File: config.mk
export PLATFORM = sky130hd
export DESIGN_NAME = load_hazard_scoreboard
export DESIGN_NICKNAME = d
export VERILOG_FILES = /design/src/rtl/pipe_pkg.sv /design/src/rtl/load_sb_entry_match.sv /design/src/rtl/load_hazard_scoreboard.sv
export SDC_FILE = /design/constraint.sdc
export NUM_CORES = 1
export LEC_CHECK = 0
export CAP_MARGIN = 20
export CORE_MARGIN = 5
export CORE_UTILIZATION = 47
export DETAILED_ROUTE_END_ITERATION = 6
export MAX_ROUTING_LAYER = met4
export PLACE_DENSITY = 0.85
export SLEW_MARGIN = 10
export SYNTH_ARGS = -nofsm -noshare
export SYNTH_HDL_FRONTEND = slang
export SYNTH_SLANG_ARGS = --single-unit
File: constraint.sdc
create_clock -name clk -period 6.2 [get_ports clk]
set_input_delay 1.86 -clock clk [delete_from_list [all_inputs] [get_ports clk]]
set_output_delay 1.86 -clock clk [all_outputs]
set_load 0.05 [all_outputs]
File: src/rtl/pipe_pkg.sv
// Shared pipeline types and constants for the load-use hazard scoreboard.
package pipe_pkg;

    localparam logic [1:0] LOAD_NONE = 2'b00;
    localparam int         REG_ZERO  = 0;
    localparam int         LAT_MIN   = 1;
    localparam int         LAT_MAX   = 4;

    // Widest register address an entry can hold; narrower ids zero-extend.
    localparam int SB_DEST_W = 8;

    typedef struct packed {
        logic                 valid;
        logic [SB_DEST_W-1:0] dest;
    } sbEntry_t;

    function automatic sbEntry_t mkEntry(input logic v,
                                         input logic [SB_DEST_W-1:0] d);
        sbEntry_t e;
        e.valid = v;
        e.dest  = d;
        return e;
    endfunction

endpackage

File: src/rtl/load_sb_entry_match.sv
// One scoreboard entry compared against the ID-stage rs/rt operands.
module load_sb_entry_match
    import pipe_pkg::*;
#(
    parameter int REG_AW = 5
) (
    input  sbEntry_t           ent,
    input  logic [REG_AW-1:0]  rsId,
    input  logic [REG_AW-1:0]  rtId,
    input  logic               rsUsed,
    input  logic               rtUsed,
    output logic               hitRs,
    output logic               hitRt
);

    logic rsLive;
    logic rtLive;

    assign rsLive = rsUsed && (rsId != REG_AW'(REG_ZERO));
    assign rtLive = rtUsed && (rtId != REG_AW'(REG_ZERO));

    assign hitRs = rsLive && ent.valid && (ent.dest == SB_DEST_W'(rsId));
    assign hitRt = rtLive && ent.valid && (ent.dest == SB_DEST_W'(rtId));

endmodule

File: src/rtl/load_hazard_scoreboard.sv
// Multi-cycle load-use hazard unit; optional store-data forwarding
// relief is enabled with the LOAD_STORE_FWD_EN macro.
module load_hazard_scoreboard
    import pipe_pkg::*;
#(
    parameter int REG_AW   = 5,
    parameter int LOAD_LAT = 1,
    parameter int CNT_W    = 16
) (
    input  logic              clk,
    input  logic              rst_n,
    input  logic              ex_valid,
    input  logic [1:0]        load_type_ex,
    input  logic [REG_AW-1:0] rt_ex,
    input  logic [REG_AW-1:0] rs_id,
    input  logic [REG_AW-1:0] rt_id,
    input  logic              rs_used_id,
    input  logic              rt_used_id,
    input  logic              store_id,
    input  logic              mem_stall,
    input  logic              cnt_clr,
    output logic              keep_pc,
    output logic              keep_if_id,
    output logic              reset_id_ex,
    output logic              hold_mem,
    output logic [CNT_W-1:0]  stall_cnt
);

    sbEntry_t          ent [LOAD_LAT];
    logic [LOAD_LAT-1:0] hitRsV;
    logic [LOAD_LAT-1:0] hitRtV;
    logic              hitRs;
    logic              hitRt;
    logic              hazard;
    logic              stallCycle;
    logic              loadInEx;

    assign loadInEx = ex_valid
                   && (load_type_ex != LOAD_NONE)
                   && (rt_ex != REG_AW'(REG_ZERO));

    assign ent[0] = mkEntry(loadInEx, SB_DEST_W'(rt_ex));

    // Older loads keep advancing during a load-use bubble; only a
    // memory freeze holds them in place.
    generate
        if (LOAD_LAT > 1) begin : gStore
            sbEntry_t sbQ [1:LOAD_LAT-1];

            always_ff @(posedge clk or negedge rst_n) begin
                if (!rst_n) begin
                    for (int k = 1; k < LOAD_LAT; k++) begin
                        sbQ[k] <= '0;
                    end
                end else if (!mem_stall) begin
                    sbQ[1] <= ent[0];
                    for (int k = 2; k < LOAD_LAT; k++) begin
                        sbQ[k] <= sbQ[k-1];
                    end
                end
            end

            for (genvar k = 1; k < LOAD_LAT; k++) begin : gTap
                assign ent[k] = sbQ[k];
            end
        end
    endgenerate

    generate
        for (genvar k = 0; k < LOAD_LAT; k++) begin : gMatch
            load_sb_entry_match #(
                .REG_AW (REG_AW)
            ) uMatch (
                .ent    (ent[k]),
                .rsId   (rs_id),
                .rtId   (rt_id),
                .rsUsed (rs_used_id),
                .rtUsed (rt_used_id),
                .hitRs  (hitRsV[k]),
                .hitRt  (hitRtV[k])
            );
        end
    endgenerate

    assign hitRs = |hitRsV;
    assign hitRt = |hitRtV;

`ifdef LOAD_STORE_FWD_EN
    // With single-cycle latency the only possible hit is entry 0, whose
    // data reaches the store in MEM through the MEM->MEM path.
    logic storeFwd;

    assign storeFwd = (LOAD_LAT == 1) && store_id && !hitRs;
    assign hazard   = hitRs || (hitRt && !storeFwd);
`else
    logic unusedStore;

    assign unusedStore = store_id;
    assign hazard      = hitRs || hitRt;
`endif

    assign stallCycle  = hazard && !mem_stall;

    assign keep_pc     = hazard || mem_stall;
    assign keep_if_id  = hazard || mem_stall;
    assign reset_id_ex = stallCycle;
    assign hold_mem    = mem_stall;

    always_ff @(posedge clk or negedge rst_n) begin
        if (!rst_n) begin
            stall_cnt <= '0;
        end else if (cnt_clr) begin
            stall_cnt <= '0;
        end else if (stallCycle && (stall_cnt != '1)) begin
            stall_cnt <= stall_cnt + 1'b1;
        end
    end

endmodule

; Word-level counts from Yosys, hierarchy flattened
; Index checks and enable logic that the tools add are counted.
; W data, S select, Z words.
[op_classes]
reduce_logical = 18
n_addsub = 1
muxes = 2
eq_ne = 3
[op_table]
columns = operator, n
row1 = $mux W16, 2
row2 = $add A16 B1 Y16 const B, 1
row3 = $ne A16 B16 Y1 const B, 1
row4 = $reduce_bool A5 Y1, 3
row5 = $eq A5 B5 Y1, 2
row6 = $logic_and A1 B1 Y1, 10
row7 = $reduce_bool A2 Y1, 2
row8 = $logic_or A1 B1 Y1, 2
row9 = $logic_not A1 Y1, 1
[totals]
wordCells = 25
input_bits = 25
reg_bits = 16
out_inout_bits = 20

; Longest topological paths before layout
; Gate-level depths: netlist of run 1.
[depth]
ltp_word = 10
ltp_mapped = 6
mapped_depth_nobuf = 6

; Modules after synthesis
; From an unflattened synthesis of run 1, not the netlist that was laid out.
[unflattened]
hier_cells = 125
hier_area_um2 = 1176.1
[modules_own_cells]
columns = mod, n_inst, seq_area_each_um2, cells_each, area_each_um2
row1 = load_hazard_scoreboard, 1, 400.4, 105, 1001.0
row2 = load_sb_entry_match, 1, 0.0, 20, 175.2

; Worst setup path after synthesis of run 1
; Ideal clock, no wire load.
[synth_timing]
path_kind = input to output
startpoint = in rt_ex[0]
endpoint = out keep_pc
slack_ns = 0.836
stages = 6
arrival_ns = 3.504
path_cell_list = or4_1 o211ai_1 o22a_2 a211o_1 nand2b_1 buf_4
[synth_between]
elab_chain_len = 6
elab_cells_between_ends = 10
cone_classes = 2 x eq/ne / 8 x reduce/logical
[synth_lines]
columns = element, line
row1 = start: declaration, load_hazard_scoreboard.sv:14  ; input logic [REG_AW-1:0] rt_ex,
row2 = $reduce_bool A5 Y1, load_hazard_scoreboard.sv:40  ; && (rt_ex != REG_AW'(REG_ZERO));
row3 = $logic_and A1 B1 Y1, load_hazard_scoreboard.sv:40
row4 = $logic_and A1 B1 Y1 (on tied branches) (2 in a row), "load_sb_entry_match.sv:22, load_sb_entry_match.sv:23"
row5 = $logic_or A1 B1 Y1 (*), load_hazard_scoreboard.sv:99  ; assign hazard = hitRs || hitRt;
row6 = $logic_or A1 B1 Y1 (*), n/a
row7 = end: declaration, load_hazard_scoreboard.sv:22  ; output logic keep_pc,
; Every way passes the cells marked *; elsewhere a longest branch is shown, timed or not.

; Worst setup path in the final report of run 1
[layout_timing]
startpoint = in rt_ex[0]
endpoint = out keep_if_id
[layout_between]
elab_chain_len = 6
elab_cells_between_ends = 10
cone_classes = 2 x eq/ne / 8 x reduce/logical
[layout_lines]
columns = element, line
row1 = $reduce_bool A5 Y1, load_hazard_scoreboard.sv:40
row2 = $logic_and A1 B1 Y1, load_hazard_scoreboard.sv:40
row3 = $logic_and A1 B1 Y1 (on tied branches) (2 in a row), "load_sb_entry_match.sv:22, load_sb_entry_match.sv:23"
row4 = $logic_or A1 B1 Y1 (*), load_hazard_scoreboard.sv:99
row5 = $logic_or A1 B1 Y1 (*), load_hazard_scoreboard.sv:105  ; assign keep_if_id = hazard || mem_stall;
row6 = end: declaration, load_hazard_scoreboard.sv:23  ; output logic keep_if_id,
; Marks and branches as above.

==> results of run 1 <==
[cells in the mapped netlist]
cell	count
buf_4	2
o2111ai_1	2
xnor2_1	10
nor3_2	1
nand3_1	6
a21oi_1	6
o211a_1	1
a211oi_2	1
or4b_1	1
nor3_1	4
o22a_2	1
inv_1	2
clkbuf_1	2
nor4_1	3
buf_2	1
or4_1	2
and3_1	2
ha_1	1
nand3_4	1
and4_1	1
a211o_1	2
buf_6	1
mux2_2	5
or2_2	2
o2bb2ai_1	1
nand4b_1	1
mux2i_1	1
nor2_1	11
o41ai_1	3
nand2b_1	1
o311ai_0	2
and4_4	1
or3_1	7
o211ai_1	4
nor2b_1	5
nand4_1	6
and2_1	1
o21ai_0	7
nand2_1	9
dfrtp_1	16
[placed cells by master, fill, tap and decap left out, types with 6 or more instances in the layout]
cell and count:
nor2_1 11, nand3_1 6, nand4_1 6, a21oi_1 6
nand2_1 9, xnor2_1 10, dfrtp_1 16, o21ai_0 7
clkdlybuf4s50_1 40, or3_1 7
[stage by stage]
stage | hold slack [ns] | cells | util, % | cell area (um2)
after floorplan | 0.799 | 136 | - | 1200
after CTS | 0.614 | 208 | 68.0 | 1670
after detailed placement | 0.600 | 204 | 66.5 | 1630
after global placement | 0.576 | 204 | 66.5 | 1630
after global routing | 0.641 | 208 | 68.0 | 1670
final | 0.617 | 208 | 68.0 | 1670
[per-layer routing]
| metal | share of wire (%) | track usage [%] | vias up |
|---|---|---|---|
| met5 | 0 | - | - |
| met4 | 1.4 | 6.81 | 0 |
| met3 | 8.5 | 4.26 | 4 |
| met2 | 46 | 32.4 | 40 |
| met1 | 44 | 23.6 | 585 |
| li1 | - | - | 604 |
[power breakdown]
group	total [W]	switching, W	internal (W)
Clock	0.0000707	0.0000349	0.0000357
Sequential	0.000104	0.000000115	0.000104
Combinational	0.0000435	0.0000215	0.0000220
[critical path: stages]
cell and delay [ns]:
clkdlybuf4s50_1 0.49, or4_1 0.54, o211ai_1 0.18, o22a_2 0.17
a211o_1 0.13, nand2b_1 0.08, buf_4 0.19
[worst paths after layout]
kind                                     from             to  slack [ns]  cells after the start
worst min register to register  stall_cnt[10]  stall_cnt[10]        0.62                      2
worst max register to register   stall_cnt[7]   stall_cnt[0]        4.11                      5
max in group asynchronous               rst_n  stall_cnt[13]        3.74                      1
min in group asynchronous               rst_n   stall_cnt[6]        2.00                      1
worst max-delay path                 rt_ex[0]     keep_if_id        0.69                      7
worst min-delay path            stall_cnt[10]  stall_cnt[10]        0.62                      2
[cells by family (layout without fill, tap and decap cells)]
group / Yosys count / after routing / share of synthesized area [%]
adders and majority gates: 1 / 1 / 1.04
DFF: 16 / 16 / 33.3
buffers and inverters: 8 / 50 / 3.85
muxes: 6 / 6 / 5.51
and+or+nand+nor: 65 / 65 / 31.2
AOI/OAI and AO/OA: 30 / 30 / 17.9
xor gates and xnor gates: 10 / 10 / 7.28
[cell type report]
type	instances	area share, %
Multi-Input combinational cell	112	45.4
Inverter	2	0.450
Tap cell	30	2.25
Timing Repair Buffer	44	25.8
Sequential cell	16	24.0
Clock buffer	4	2.17
==> flow_summary.yaml, run 1 <==
clock_tree:
  cts_htree_levels: 1
  cts.path.max_buffers: 2
  cts_root_buffer: "clkbuf_4"
  post_cts_resize_count: 0
  clock_latency_ns: 0.29
  cts.reportedPaths.clkPinSlew_ns: 0.10
  cts_setup_buffers: 0
  cts_tree: "built"
  numCtsBuffers: 3
  ctsHoldBuffers: 0
  clock-sinks: 16
pwr:
  ir_worst_vdd_uv: 96.9
  powerDensity_nw_per_um2: 131
  power_w: 0.000219
  leakagePower_nw: 0.597
global_route:
  antenna_found_initial: 0
  grt.overflow.total: 0
  grt_pass1_vias: 1209
  grt_pass1_wl_mm: 5.34
  grt_max_degree: 25
  track_usage_pct: 19.6
timing:
  rsz0062_at_grt: "false"
  setup_ws_ns: 0.688
  tns_ns: 0
  post-route-period-util_pct: 88.9
  slew_viol_final: 0
  fmaxAchievable_ghz: 0.181
  min_period_ns: 5.51
  hold_violations: 0
  slew_headroom_pct: 50.8
  setup_viol: 0
  clock_skew_ns: 0.00232
  worst_pin_slew_ns: 0.736
finish:
  top_register: "stall_cnt"
  drive_above_1_share_pct: 11.2
  layout.nets: 205
  seq_area_um2: 400
  multi_input_area_um2: 757
  largest_reg_flops: 16
  largestRegisters: "stall_cnt: 16 flops"
  area_growth_pct: 38.7
  antenna_cells: 0
  fillCellCount: 201
placement:
  gp_congestion: 0.873
  dp_hpwl_mm: 2.50
  place_ws_ns: 0.678
  place.port_buffers: 43
die:
  coreArea_um2: 2450
  die_x_um: 60.6
  ioPinCount: 45
  die_height_um: 60.6
  start_util_pct: 49.0
  row_count: 18
  dieArea_um2: 3670
min_path:
  min_path_type: "reg -> reg"
yosys:
  yosys-top-cells-area: "dfrtp_1 (33%), xnor2_1 (7.3%), mux2_2 (4.7%)"
  synth_cell_types: 40
  syn_inst: 136
  netlist_area_um2: 1200
  synth_seq_area_share_pct: 33.3
  synth_top_area_cell: "dfrtp_1"
  syn_avg_cell_area_um2: 8.85
  yosysWarnings: 0
  synth_seq_cells: 16
  synth.net_count: 162
  synth_top_area_share_pct: 33.3
setup_path:
  cp-start-kind: "input port"
  cp-end-kind: "primary output"
  cp.required_ns: 4.34
  crit_arrival_ns: 3.65
  crit_type: "in -> out"
  critPathMaxFanout: 4
flow_run:
  drv_cap: 0
drt:
  drc: 0
  routedWlPerCell_um: 15.5
  wl_mm: 3.23
  avgViaCountPerCell: 5.93
  vias: 1233
  first_iter_violations: 45
  dr.pass1.iters: 4
  antenna_left: 0
status:
  status: "finished clean"
Note: power is estimated with default switching activity, not from simulation.
==> run 2, diff against run 1 <==
- SLEW_MARGIN: 10 -> not set
==> results of run 2 <==
No change in the layout: final DEF, timing and power equal those of run 1.
==> run 3, diff against run 2 <==
- REMOVE_ABC_BUFFERS: not set -> 1
==> flow_summary.yaml, run 3 (synthesis results as in run 1) <==
timing:
  setup_ws_ns: 0.622
  clock_skew_ns: 0.00611
  slew_viol_final: 0
  worst_hold_slack_ns: 0.596
  tns_ns: 0
  slew_headroom_pct: 51.8
  hold_violations: 0
  rsz0062_at_grt: "false"
  worst_pin_slew_ns: 0.721
  post-route-period-util_pct: 90.0
  fmaxAchievable_ghz: 0.179
  min_period_ns: 5.58
  setup_viol: 0
drt:
  drc: 0
  avgViaCountPerCell: 6.00
  dr.pass1.iters: 4
  first_iter_violations: 32
  antenna_left: 0
  wl_mm: 3.34
  routedWlPerCell_um: 16.1
  vias: 1247
pwr:
  p_seq_share_pct: 47.7
  p_clk_share_pct: 32.2
  leakagePower_nw: 0.597
  powerDensity_nw_per_um2: 131
  power_frac_comb_pct: 20.1
  intPower_w: 0.000162
  ir_worst_vdd_uv: 159
  sw_frac_of_total_pct: 25.9
  switchingPower_w: 0.0000568
clock_tree:
  cts.path.max_buffers: 2
  numCtsBuffers: 3
  cts_htree_levels: 1
  clock_latency_ns: 0.30
  clock-sinks: 16
  cts.reportedPaths.clkPinSlew_ns: 0.10
  cts_tree: "built"
  post_cts_resize_count: 0
  cts_root_buffer: "clkbuf_4"
  ctsHoldBuffers: 0
  cts_setup_buffers: 0
setup_path:
  path_cells: "clkdlybuf4s50_1 > or4_1 > o211ai_1 > o22a_2 > a211o_1 > nand2b_1 > buf_4"
  cp.required_ns: 4.34
  crit_type: "in -> out"
  critPathMaxFanout: 4
  crit_arrival_ns: 3.72
  rr_endpoint: "stall_cnt[0]"
  r2r-start: "stall_cnt[7]"
  max_stage_delay_ns: 0.55
  cp-start-kind: "input port"
  rr_worst_depth: 5
  slowest_stage: "or4_1"
  rrSetupSlack_ns: 4.15
  cp-end-kind: "primary output"
global_route:
  grt_pass1_wl_mm: 5.35
  track_usage_pct: 20.0
  grt_max_degree: 25
  antenna_found_initial: 0
  grt_pass1_vias: 1195
  grt.overflow.total: 0
finish:
  final_cell_mix: "clkdlybuf4s50_1 (40), dfrtp_1 (16), nor2_1 (11)"
  largest_reg_flops: 16
  fillCellCount: 206
  layout.cells.non_filler: 208
  top_register: "stall_cnt"
  area_growth_pct: 38.7
  multi_input_area_um2: 757
  antenna_cells: 0
  largestRegisters: "stall_cnt: 16 flops"
  post-route-util_pct: 68.0
  final_common_cell: "clkdlybuf4s50_1"
  seq_area_um2: 400
  drive_above_1_share_pct: 11.2
  layout.nets: 205
min_path:
  hold_end: "stall_cnt[13]"
  min_path_type: "reg -> reg"
  hp-start: "stall_cnt[13]"
  holdPathStages: 2
status:
  status: "finished clean"
placement:
  gp_congestion: 0.885
  placed_cells: 204
  place_ws_ns: 0.627
  place.port_buffers: 43
  dp_hpwl_mm: 2.60
die:
  row_count: 18
  die_x_um: 60.6
  dieArea_um2: 3670
  ioPinCount: 45
  start_util_pct: 49.0
  coreArea_um2: 2450
  die_height_um: 60.6
flow_run:
  drv_cap: 0
run 3: cell counts in the layout (fill, tap and decap cells not counted):
No cell type changed its count.
run 3: layout make-up:
type,instances,area share [%]
Tap cell,30,2.25
Clock buffer,4,2.17
Multi-Input combinational cell,112,45.4
Sequential cell,16,24.0
Timing Repair Buffer,44,25.8
Inverter,2,0.450
run 3: power by group through the flow:
stage | Sequential (W) | Clock (W) | Combinational, W
finish | 0.000104 | 0.0000705 | 0.0000440
detailed placement | 0.000106 | 0 | 0.0000442
floorplan | 0.000107 | 0 | 0.0000160
CTS | 0.000104 | 0.0000724 | 0.0000444
global route | 0.000104 | 0.0000789 | 0.0000479
global placement | 0.000106 | 0 | 0.0000427
run 3: worst max path at each step:
stage	start	to	slack, ns	cells past startpoint
3_5_place_dp	rt_ex[0]	keep_pc	0.63	7
3_3_place_gp	rt_ex[0]	keep_pc	0.68	7
4_1_cts	rt_ex[0]	keep_pc	0.62	7
2_1_floorplan	rt_ex[0]	keep_if_id	0.77	5
5_1_grt	rt_ex[0]	keep_pc	0.56	7
6_report	rt_ex[0]	keep_pc	0.62	7
run 3: per-stage QoR:
step	total power [W]	area, um2
2_1_floorplan	0.000123	1160
3_3_place_gp	0.000149	1630
3_5_place_dp	0.000151	1630
4_1_cts	0.000221	1670
5_1_grt	0.000231	1670
6_report	0.000219	1670
run 3: layer usage:
layer | wire (um) | up-vias | GRT usage (%)
met4 | 46 | 0 | 8.36
met2 | 1650 | 56 | 34.8
met5 | 0 | - | -
met3 | 263 | 5 | 2.98
li1 | - | 609 | -
met1 | 1380 | 577 | 22.7
run 3: critical path: cells and delay by family:
kind                   cells  cell delay (ns)
buffers and inverters      2             0.68
AO/OA/AOI/OAI              3             0.54
AND/OR/NAND/NOR            2             0.64
